`config.mk`:
```
export PLATFORM = sky130hd
export DESIGN_NAME = tron_fetch_unit
export DESIGN_NICKNAME = d
export VERILOG_FILES = /design/src/rtl/tron_fetch_unit.sv
export SDC_FILE = /design/constraint.sdc
export NUM_CORES = 1
export LEC_CHECK = 0
export CORE_UTILIZATION = 23
export CTS_BUF_LIST = sky130_fd_sc_hd__clkbuf_8
export DETAILED_ROUTE_END_ITERATION = 8
export GPL_ROUTABILITY_DRIVEN = 0
export PLACE_DENSITY_LB_ADDON = 0.05
export SLEW_MARGIN = 25
export SYNTH_ARGS = -nofsm -noshare
export SYNTH_HDL_FRONTEND = slang
export SYNTH_SLANG_ARGS = --single-unit
```
`constraint.sdc`:
```
create_clock -name clk -period 2.84 [get_ports clk]
set_clock_uncertainty 0.05 [all_clocks]
set_input_delay 0.71 -clock clk [delete_from_list [all_inputs] [get_ports clk]]
set_output_delay 0.71 -clock clk [all_outputs]
set_load 0.02 [all_outputs]
```
`src/rtl/tron_fetch_unit.sv`:
```
// tron_fetch_unit: instruction-side partner of the multicycle controller.
// Owns PC and IR, drives the imem address (= next PC), and resolves
// pcAdd/pcJump/pcBranch using the condition code captured during FETCH.
module tron_fetch_unit #(
    parameter int                    ADDR_WIDTH = 16,
    parameter logic [ADDR_WIDTH-1:0] RESET_PC   = '0
) (
    input  logic                  clk,
    input  logic                  reset,
    input  logic                  fetchPhase,
    input  logic                  pcAdd,
    input  logic                  pcJump,
    input  logic                  pcBranch,
    input  logic [3:0]            flagOp,
    input  logic [7:0]            immediate,
    input  logic [ADDR_WIDTH-1:0] jump_target,
    input  logic [4:0]            flags,
    input  logic [15:0]           imem_rdata,
    output logic [ADDR_WIDTH-1:0] imem_addr,
    output logic [15:0]           instruction,
    output logic [7:0]            instructionOp,
    output logic [ADDR_WIDTH-1:0] pc,
    output logic [ADDR_WIDTH-1:0] pc_plus1,
    output logic                  taken
);

    // Fields that are only driven by the controller during FETCH.
    typedef struct packed {
        logic [3:0] cond;
        logic [7:0] imm;
    } fetch_lat_t;

    logic [15:0]           ir;
    fetch_lat_t            lat_q;
    logic [ADDR_WIDTH-1:0] pc_next;
    logic [ADDR_WIDTH-1:0] br_target;
    logic                  cond;

    // flags = {C,L,F,Z,N}
    function automatic logic eval_cond(input logic [3:0] cc, input logic [4:0] f);
        logic c, l, fl, z, n;
        {c, l, fl, z, n} = f;
        case (cc)
            4'b0000: return z;
            4'b0001: return !z;
            4'b0010: return c;
            4'b0011: return !c;
            4'b0100: return l;
            4'b0101: return !l;
            4'b0110: return n;
            4'b0111: return !n;
            4'b1000: return fl;
            4'b1001: return !fl;
            4'b1010: return !l && !z;
            4'b1011: return l || z;
            4'b1100: return !n && !z;
            4'b1101: return n || z;
            default: return 1'b1;
        endcase
    endfunction

    // Controller-facing opcode: register-form ops keep their ext nibble,
    // shifts collapse to LSH (0x84) or LSHI with the direction bit.
    function automatic logic [7:0] decode_op(input logic [15:0] w);
        logic [3:0] op, ext;
        op  = w[15:12];
        ext = w[7:4];
        if (op == 4'b0000 || op == 4'b0100) return {op, ext};
        else if (op == 4'b1000) return (ext == 4'b0100) ? 8'h84 : {4'h8, 3'b000, w[4]};
        else return {op, 4'h0};
    endfunction

    assign pc_plus1      = pc + {{(ADDR_WIDTH-1){1'b0}}, 1'b1};
    assign br_target     = pc + {{(ADDR_WIDTH-8){lat_q.imm[7]}}, lat_q.imm};
    assign cond          = eval_cond(lat_q.cond, flags);
    assign instruction   = fetchPhase ? imem_rdata : ir;
    assign instructionOp = decode_op(instruction);
    assign imem_addr     = pc_next;

    // Next-PC select; during reset the imem is pointed at RESET_PC so the
    // first FETCH after release sees valid data.
    always_comb begin
        pc_next = pc;
        if (!reset)        pc_next = RESET_PC;
        else if (pcJump)   pc_next = cond ? jump_target : pc_plus1;
        else if (pcBranch) pc_next = cond ? br_target : pc_plus1;
        else if (pcAdd)    pc_next = pc_plus1;
    end

    // PC, IR, FETCH-latched fields and taken flag.
    always_ff @(posedge clk) begin
        if (!reset) begin
            pc    <= RESET_PC;
            ir    <= '0;
            lat_q <= '0;
            taken <= 1'b0;
        end else begin
            pc    <= pc_next;
            taken <= (pcJump || pcBranch) && cond;
            if (fetchPhase) begin
                ir        <= imem_rdata;
                lat_q.cond <= flagOp;
                lat_q.imm  <= immediate;
            end
        end
    end

endmodule
```
==> results of run 1 <==
-- cells in the mapped netlist (3+ instances only) --
master,number,area share (%)
dfxtp_1,45,26
nand2_1,27,2.9
nor2b_1,27,4.9
mux2i_1,25,7.2
nor2_1,25,2.7
xnor2_1,25,6.3
a21oi_1,19,2.7
inv_1,18,1.9
ha_1,16,5.8
and2_1,12,2.2
mux2_2,12,3.9
o21ai_0,12,1.7
nand3_1,11,1.6
nor3_1,11,1.6
xor2_1,11,2.8
clkbuf_1,9,0.97
a2bb2oi_1,8,2.0
a21o_1,6,1.3
nand4_1,6,1.1
a211oi_1,5,1.1
buf_1,5,0.54
buf_4,5,1.1
o21a_1,5,1.1
o221a_2,5,1.6
buf_2,4,0.58
o221ai_1,4,1.0
and3_1,3,0.54
o21ai_1,3,0.43
-- sequential cells by signal (all words and copies together) (netlist names) --
register  flops
pc           16
taken         1
ir           16
lat_q        12
-- area by class of cell --
cell class,instances,area [µm²]
clock inverter,3,22.5
timing repair buffer,292,2670
clock buffer,5,68.8
inverter,18,67.6
sequential,45,931
multi-input combinational,321,3240
fill,1415,7410
tap,184,230
-- layer usage --
metal	share of wire (%)	track usage, %	vias up
met3	3.1	3.35	13
li1	-	-	2025
met1	43	22.0	1939
met5	0	0	-
met4	1.8	6.17	0
met2	52	32.8	80
-- power by group through the flow --
stage          registers [W]  logic, W  clock network [W]
2_1_floorplan       0.000807  0.000679                  0
5_1_grt             0.000754   0.00196           0.000513
3_5_place_dp        0.000752   0.00147                  0
6_report            0.000748   0.00184           0.000461
4_1_cts             0.000748   0.00173           0.000484
3_3_place_gp        0.000751   0.00146                  0
-- cells in the final DEF (no fill, tap or decap), types with 7 or more instances in the layout --
master and count:
mux2i_1 19, ha_4 8, buf_6 45, nand2_1 24, dlygate4sd2_1 8, clkdlybuf4s50_1 80
xnor2_2 7, xor2_1 8, nor2b_1 25, dfxtp_4 7, buf_4 139, and2_1 12
xnor2_1 17, nor2_4 7, o21ai_0 9, ha_1 8, inv_1 17, dfxtp_1 35
a21oi_1 12, mux2_2 12, nor2_1 15
-- worst max path at each step --
stage / to / slack, ns / depth (start not counted)
after floorplan: imem_addr[14] / -0.21 / 10
after global placement: imem_addr[1] / -1.34 / 8
after detailed placement: imem_addr[1] / -1.36 / 9
after CTS: imem_addr[14] / -0.67 / 11
after global routing: imem_addr[12] / -0.77 / 12
final: imem_addr[10] / -0.65 / 11
-- tightest hold or removal path, stage by stage, from the launching register on --
cell and delay, ns:
dfxtp_1 0.35, mux2i_1 0.13, nor2b_1 0.05
-- kinds of logic after synthesis --
group                    synth area share, %
AND/OR/NAND/NOR                         19.7
multiplexers                            11.7
AO/OA/AOI/OAI                           21.3
XOR/XNOR                                9.55
flip-flops                              25.9
buffers and inverters                   5.44
adder cells (fa/ha/maj)                 6.34
-- through the flow --
stage	instance area [µm²]	setup TNS [ns]	hold slack, ns
after floorplan	3700	-1.20	0.437
after global placement	6050	-24.81	0.468
after detailed placement	6050	-25.87	0.469
after CTS	6890	-8.17	0.519
after global routing	7230	-9.48	0.536
final	7230	-7.76	0.514
-- what timing repair did --
action	in CTS	in global routing
pin swaps	45	39
hold buffers	0	0
cloned	1	0
gates resized for setup	287	62
hold endpoints to repair	0	0
setup buffers	26	13
endpoints found under the setup margin	39	33
==> results.md, run 1 <==
- Status: finished, violations left
- Share of layout cells above drive strength 1: 50.0%
- CP Buf/Inv Count: 2
- Setup WS pre-CTS: -1.36 ns
- Switching part of the total: 39.1%
- Crit path DAT: approximately 2.7 ns
- Worst r2r src: pc[0]
- CTS Buf Count: 5
- Final Hold Vio Count: 0
- Clk_lat worst skew: ~0.34 ns
- Max_cap viols: 0
- Clock Tree Root: clkbuf_8
- Flop2flop setup slack: 0.32 ns
- Post-synth ARST share: 0%
- Worst Hold Depth: 2
- Gr usage total: a little under a fifth
- Switch Pwr: 0.00119 W
- Slew margin rel.: about 67%
- Fin cells: 868
- WHS Endpoint: lat_q[4]
- Clock Sinks: 45
- Post-synth EDFFs: 0
- Peak Freq: 286 MHz
- Final period utilization: 123%
- Io pins: approximately 130
- Combinational Power Share: 60.4%
- CP top delay family: compound AO/OA/AOI/OAI gates
- Syn_area_per_cell: about 8.5 µm²
- Slew Limit Fails: 0
- DP Wirelength: 10,500 µm
- Critical Path Start Type: register
- Syn-to-layout area delta: 108%
- Global-route wire length before repair: 22,300 µm
- Hold path start: lat_q[4]
- Final nets: about 760
- Detailed-route wire length per cell: approximately 16 µm
- Vias per cell: 4.67
- Synth unique cells: 61
- # rows: 44
- Warning count from the yosys run: 0
- Antenna Violating Nets Remaining: 0
- Tot Pwr: 0.00305 W
- Crit path largest cell delay: between 0.3 and 0.4 ns
- Syn nets: 480
- H-tree levels: 2
- Type of the most critical hold path: reg2reg
- Full die area: around 16,000 µm²
- Die X: 125 µm
- Sequential share of power: 24.5%
- CTS Buffer Depth: 2
- WL final: between 10,000 and 15,000 µm
- Pin count of the biggest net entering global routing: 29
- CP max stage cell: dfxtp_4
- Placed cell count: 824
- Failing checks: DRC, setup timing
- Slew @ Worst Pin: 0.499 ns
- Sequential share of the synthesized area: 25.9%
- Synth Register Bits: 45
- Residual DRC count: 14
- Router iterations before antenna repair: 6
- CP Max Fanout: 3
- VDD IR-drop max: 0.202 mV
- Critical path class: reg2out
- CP cell instances: ha_4 > inv_2 > fa_2 > nor2b_4 > o2111ai_4 > a32oi_4 > a21oi_2 > xor2_1 > a2bb2oi_2 > o221a_2 > buf_6
- Height of the chip: 125 µm
- Static Leak: 3.08 nW
- Setup ws final: -0.653 ns
- Worst r2r dst: pc[8]
- Cell Pwr Density: approximately 420 nW/µm²
- Minimum clock period: 3.49 ns
- CP startpoint: pc[0]
- Mapped cell area: 3470 µm²
- RSZ-0062 raised after global routing: true
- Vias in the first global route: 4,369
- Final setup viols: 19
- Port Buffers: 127
- CP Capture Type: primary output
- CTS tree: yes
- Mapped Cells: 408
- Cell count of the worst reg-to-reg path: 13
- Initial antenna violation count: 0
- Total core area: between 10,000 and 15,000 µm²
- Final core utilization: 49.4%
- Reg clk slew, reported paths: roughly 0.11 ns
- Antenna cells: 0
- CP required: approximately 2.1 ns
- Starting DRT DRC Count: around 120
- Initial Util: a little under a quarter
- Clock share of power: 15.1%
- Pint: 0.00186 W
- Most used DFF post-synth: dfxtp_1
- Vias: between 4k and 5k
- Total gr overflow: 0
No activity file was read; power rests on OpenSTA's default activity.
==> inputs of run 2 (changes only) <==
--- a/config.mk
+++ b/config.mk
@@ -5,6 +5,7 @@
 export SDC_FILE = /design/constraint.sdc
 export NUM_CORES = 1
 export LEC_CHECK = 0
+export CORE_MARGIN = 5
 export CORE_UTILIZATION = 23
 export CTS_BUF_LIST = sky130_fd_sc_hd__clkbuf_8
 export DETAILED_ROUTE_END_ITERATION = 8
@@ -14,3 +15,4 @@
 export SYNTH_ARGS = -nofsm -noshare
 export SYNTH_HDL_FRONTEND = slang
 export SYNTH_SLANG_ARGS = --single-unit
+export TNS_END_PERCENT = 30
==> run 2 against run 1 <==
First-iteration DRC count up 1.6%. Critical path depth up 1. Utilization down 3.4 points. Sequential power about the same. Worst hold slack worse by 0.018 ns. The run ends with setup timing left. Routed wire length down 0.68%.
==> results.md, run 2 (synthesis gave the netlist of run 1 again) <==
- Failing checks: setup timing (was DRC, setup timing)
- Cell Pwr Density: 423 nW/µm² (was 422 nW/µm²)
- H-tree levels: 2 (unchanged)
- Syn-to-layout area delta: 98.6% (was 108%)
- Fillers: 1,485 (was 1,415)
- Final period utilization: 119% (was 123%)
- Share of layout cells above drive strength 1: 47.0% (was 50.0%)
- Post-CTS Hold Buffers: 0 (unchanged)
- Io pins: 128 (unchanged)
- Detailed-route wire length per cell: 16.2 µm (about the same)
- Clock Sinks: 45 (unchanged)
- Gr usage total: 15.5% (was 18.3%)
- Die X: 133 µm (was 125 µm)
- Area of the multi-input gates: 3040 µm² (was 3240 µm²)
- Global-route wire length before repair: 22,000 µm (was 22,300 µm)
- Tot Pwr: 0.00291 W (was 0.00305 W)
- Max_cap viols: 0 (unchanged)
- Peak Freq: 296 MHz (was 286 MHz)
- Post-route cell area: 6900 µm² (was 7230 µm²)
- CP Buf/Inv Count: 3 (was 2)
- Leading cell type in the layout, fill and taps excluded: buf_4 (unchanged)
- Critical path class: reg2out (unchanged)
- Full die area: 17,700 µm² (was 15,600 µm²)
- Height of the chip: 133 µm (was 125 µm)
- Commonest non-fill, non-tap cells in the layout: 154 x buf_4, 72 x clkdlybuf4s50_1, 32 x dfxtp_1, 27 x buf_6 (was 139 x buf_4, 80 x clkdlybuf4s50_1, 45 x buf_6, 35 x dfxtp_1, 25 x nor2b_1)
- Vias in the first global route: 4,206 (was 4,369)
- Final nets: 745 (was 755)
- Placed Area: 6060 µm² (was 6050 µm²)
- Final core utilization: 46.0% (was 49.4%)
- Port Buffers: 127 (unchanged)
- Initial antenna violation count: 0 (unchanged)
- Clock Tree Root: clkbuf_8 (unchanged)
- Placed cell count: 835 (was 824)
- Initial Util: 23.2% (was 23.7%)
- Crit path largest cell delay: 0.36 ns (was 0.38 ns)
- CP top delay family: compound AO/OA/AOI/OAI gates (unchanged)
- CTS Buf Count: 5 (unchanged)
- RSZ-0062 raised after global routing: true (unchanged)
- WL final: 14,000 µm (was 14,100 µm)
- Minimum clock period: 3.38 ns (was 3.49 ns)
- Vias per cell: 4.58 (was 4.67)
- Vias: 3,945 (was 4,057)
- Critical Path Start Type: register (unchanged)
- Final Hold Vio Count: 0 (unchanged)
- CTS tree: yes (unchanged)
- Starting DRT DRC Count: 125 (was 123)
- Seq. cell area: 935 µm² (was 931 µm²)
- CP Capture Type: primary output (unchanged)
- Setup ws final: -0.544 ns (was -0.653 ns)
- CTS Buffer Depth: 2 (unchanged)
- Crit path DAT: 2.62 ns (was 2.73 ns)
- # rows: 45 (was 44)
- Router iterations before antenna repair: 4 (was 6)
- CP max stage cell: dfxtp_2 (was dfxtp_4)
- CP cell instances: ha_4 > inv_2 > fa_2 > nor2b_4 > o2111ai_4 > a32oi_2 > buf_6 > a41oi_2 > xor2_1 > o21ai_2 > o2111a_2 > buf_6 (was ha_4 > inv_2 > fa_2 > nor2b_4 > o2111ai_4 > a32oi_4 > a21oi_2 > xor2_1 > a2bb2oi_2 > o221a_2 > buf_6)
- Fin cells: 861 (was 868)
- CP required: 2.08 ns (about the same)
- VDD IR-drop max: 0.219 mV (was 0.202 mV)
- Type of the most critical hold path: reg2reg (unchanged)
- Static Leak: 3.03 nW (was 3.08 nW)
- Antenna Violating Nets Remaining: 0 (unchanged)
- Largest regs: ir (16), pc (16), lat_q (12) (unchanged)
- Final setup viols: 19 (unchanged)
- Total gr overflow: 0 (unchanged)
- Clk_lat worst skew: 0.31 ns (was 0.34 ns)
- Status: finished, violations left (unchanged)
- CP most frequent cell: buf_6
- Slew Limit Fails: 0 (unchanged)
- Slew margin rel.: 67.6% (was 66.6%)
- Residual DRC count: 0 (was 14)
- Pin count of the biggest net entering global routing: 26 (was 29)
- Antenna cells: 0 (unchanged)
- Reg clk slew, reported paths: 0.09 ns (was 0.11 ns)
- CP Max Fanout: 4 (was 3)
- Slew @ Worst Pin: 0.483 ns (was 0.499 ns)
- DP Wirelength: 10,900 µm (was 10,500 µm)
- Total core area: 15,000 µm² (was 14,600 µm²)
==> run 2: through the flow <==
stage               setup TNS (ns)  worst slack (ns)  hold WS, ns
detailed placement          -26.60             -1.34        0.469
finish                       -7.32            -0.544        0.496
floorplan                    -2.03            -0.210        0.437
global route                 -9.67            -0.688        0.517
global placement            -25.69             -1.32        0.466
CTS                          -8.15            -0.650        0.509
==> run 2: repair_timing <==
action / in CTS / in global routing
setup buffers: 18 / 1
gates resized for setup: 237 / 51
setup endpoints to repair: 38 / 39
hold endpoints to repair: 0 / 0
gates cloned: 1 / 0
pin swaps: 34 / 23
==> run 2: layer usage <==
metal,part of all wire (%),global-route usage (%),vias to the layer above
met4,1.6,3.93,0
li1,-,-,1994
met5,0,0,-
met3,3.6,2.81,13
met2,50,27.1,83
met1,45,19.7,1855
==> run 2: final cells by class <==
class	instances	area share [%]
Multi-Input combinational cell	321	44.1
Sequential cell	45	13.6
Tap cell	188	3.41
Timing Repair Buffer	282	36.5
Clock buffer	5	0.998
Inverter	18	0.980
Clock inverter	2	0.508
==> run 2: final timing paths <==
path,startpoint,endpoint,slack [ns],depth (start not counted)
hold / removal,ir[6],ir[6],0.50,2
hold reg to reg,ir[6],ir[6],0.50,2
setup / recovery,lat_q[0],imem_addr[14],-0.54,12
setup reg to reg,lat_q[1],pc[15],0.41,10
==> run 2: where the power goes <==
part | switching [W] | internal (W) | total [W]
Combinational | 0.000786 | 0.000878 | 0.00166
Clock | 0.000243 | 0.000257 | 0.000500
Sequential | 0.0000558 | 0.000693 | 0.000749
Total | 0.00109 | 0.00183 | 0.00291
==> run 2: worst reg2reg max path, stage by stage (launching register included) <==
cell      delay [ns]
dfxtp_4         0.37
ha_4            0.24
a21oi_4         0.18
nor2_4          0.05
o41ai_2         0.35
buf_4           0.18
o211ai_4        0.11
a311oi_4        0.28
xnor2_2         0.13
buf_4           0.14
a221oi_1        0.26
==> inputs of run 3 (changes only) <==
--- a/config.mk
+++ b/config.mk
@@ -9,7 +9,6 @@
 export CORE_UTILIZATION = 23
 export CTS_BUF_LIST = sky130_fd_sc_hd__clkbuf_8
 export DETAILED_ROUTE_END_ITERATION = 8
-export GPL_ROUTABILITY_DRIVEN = 0
 export PLACE_DENSITY_LB_ADDON = 0.05
 export SLEW_MARGIN = 25
 export SYNTH_ARGS = -nofsm -noshare
==> results of run 3 <==
The final DEF is identical to that of run 2; final timing and power are the same.
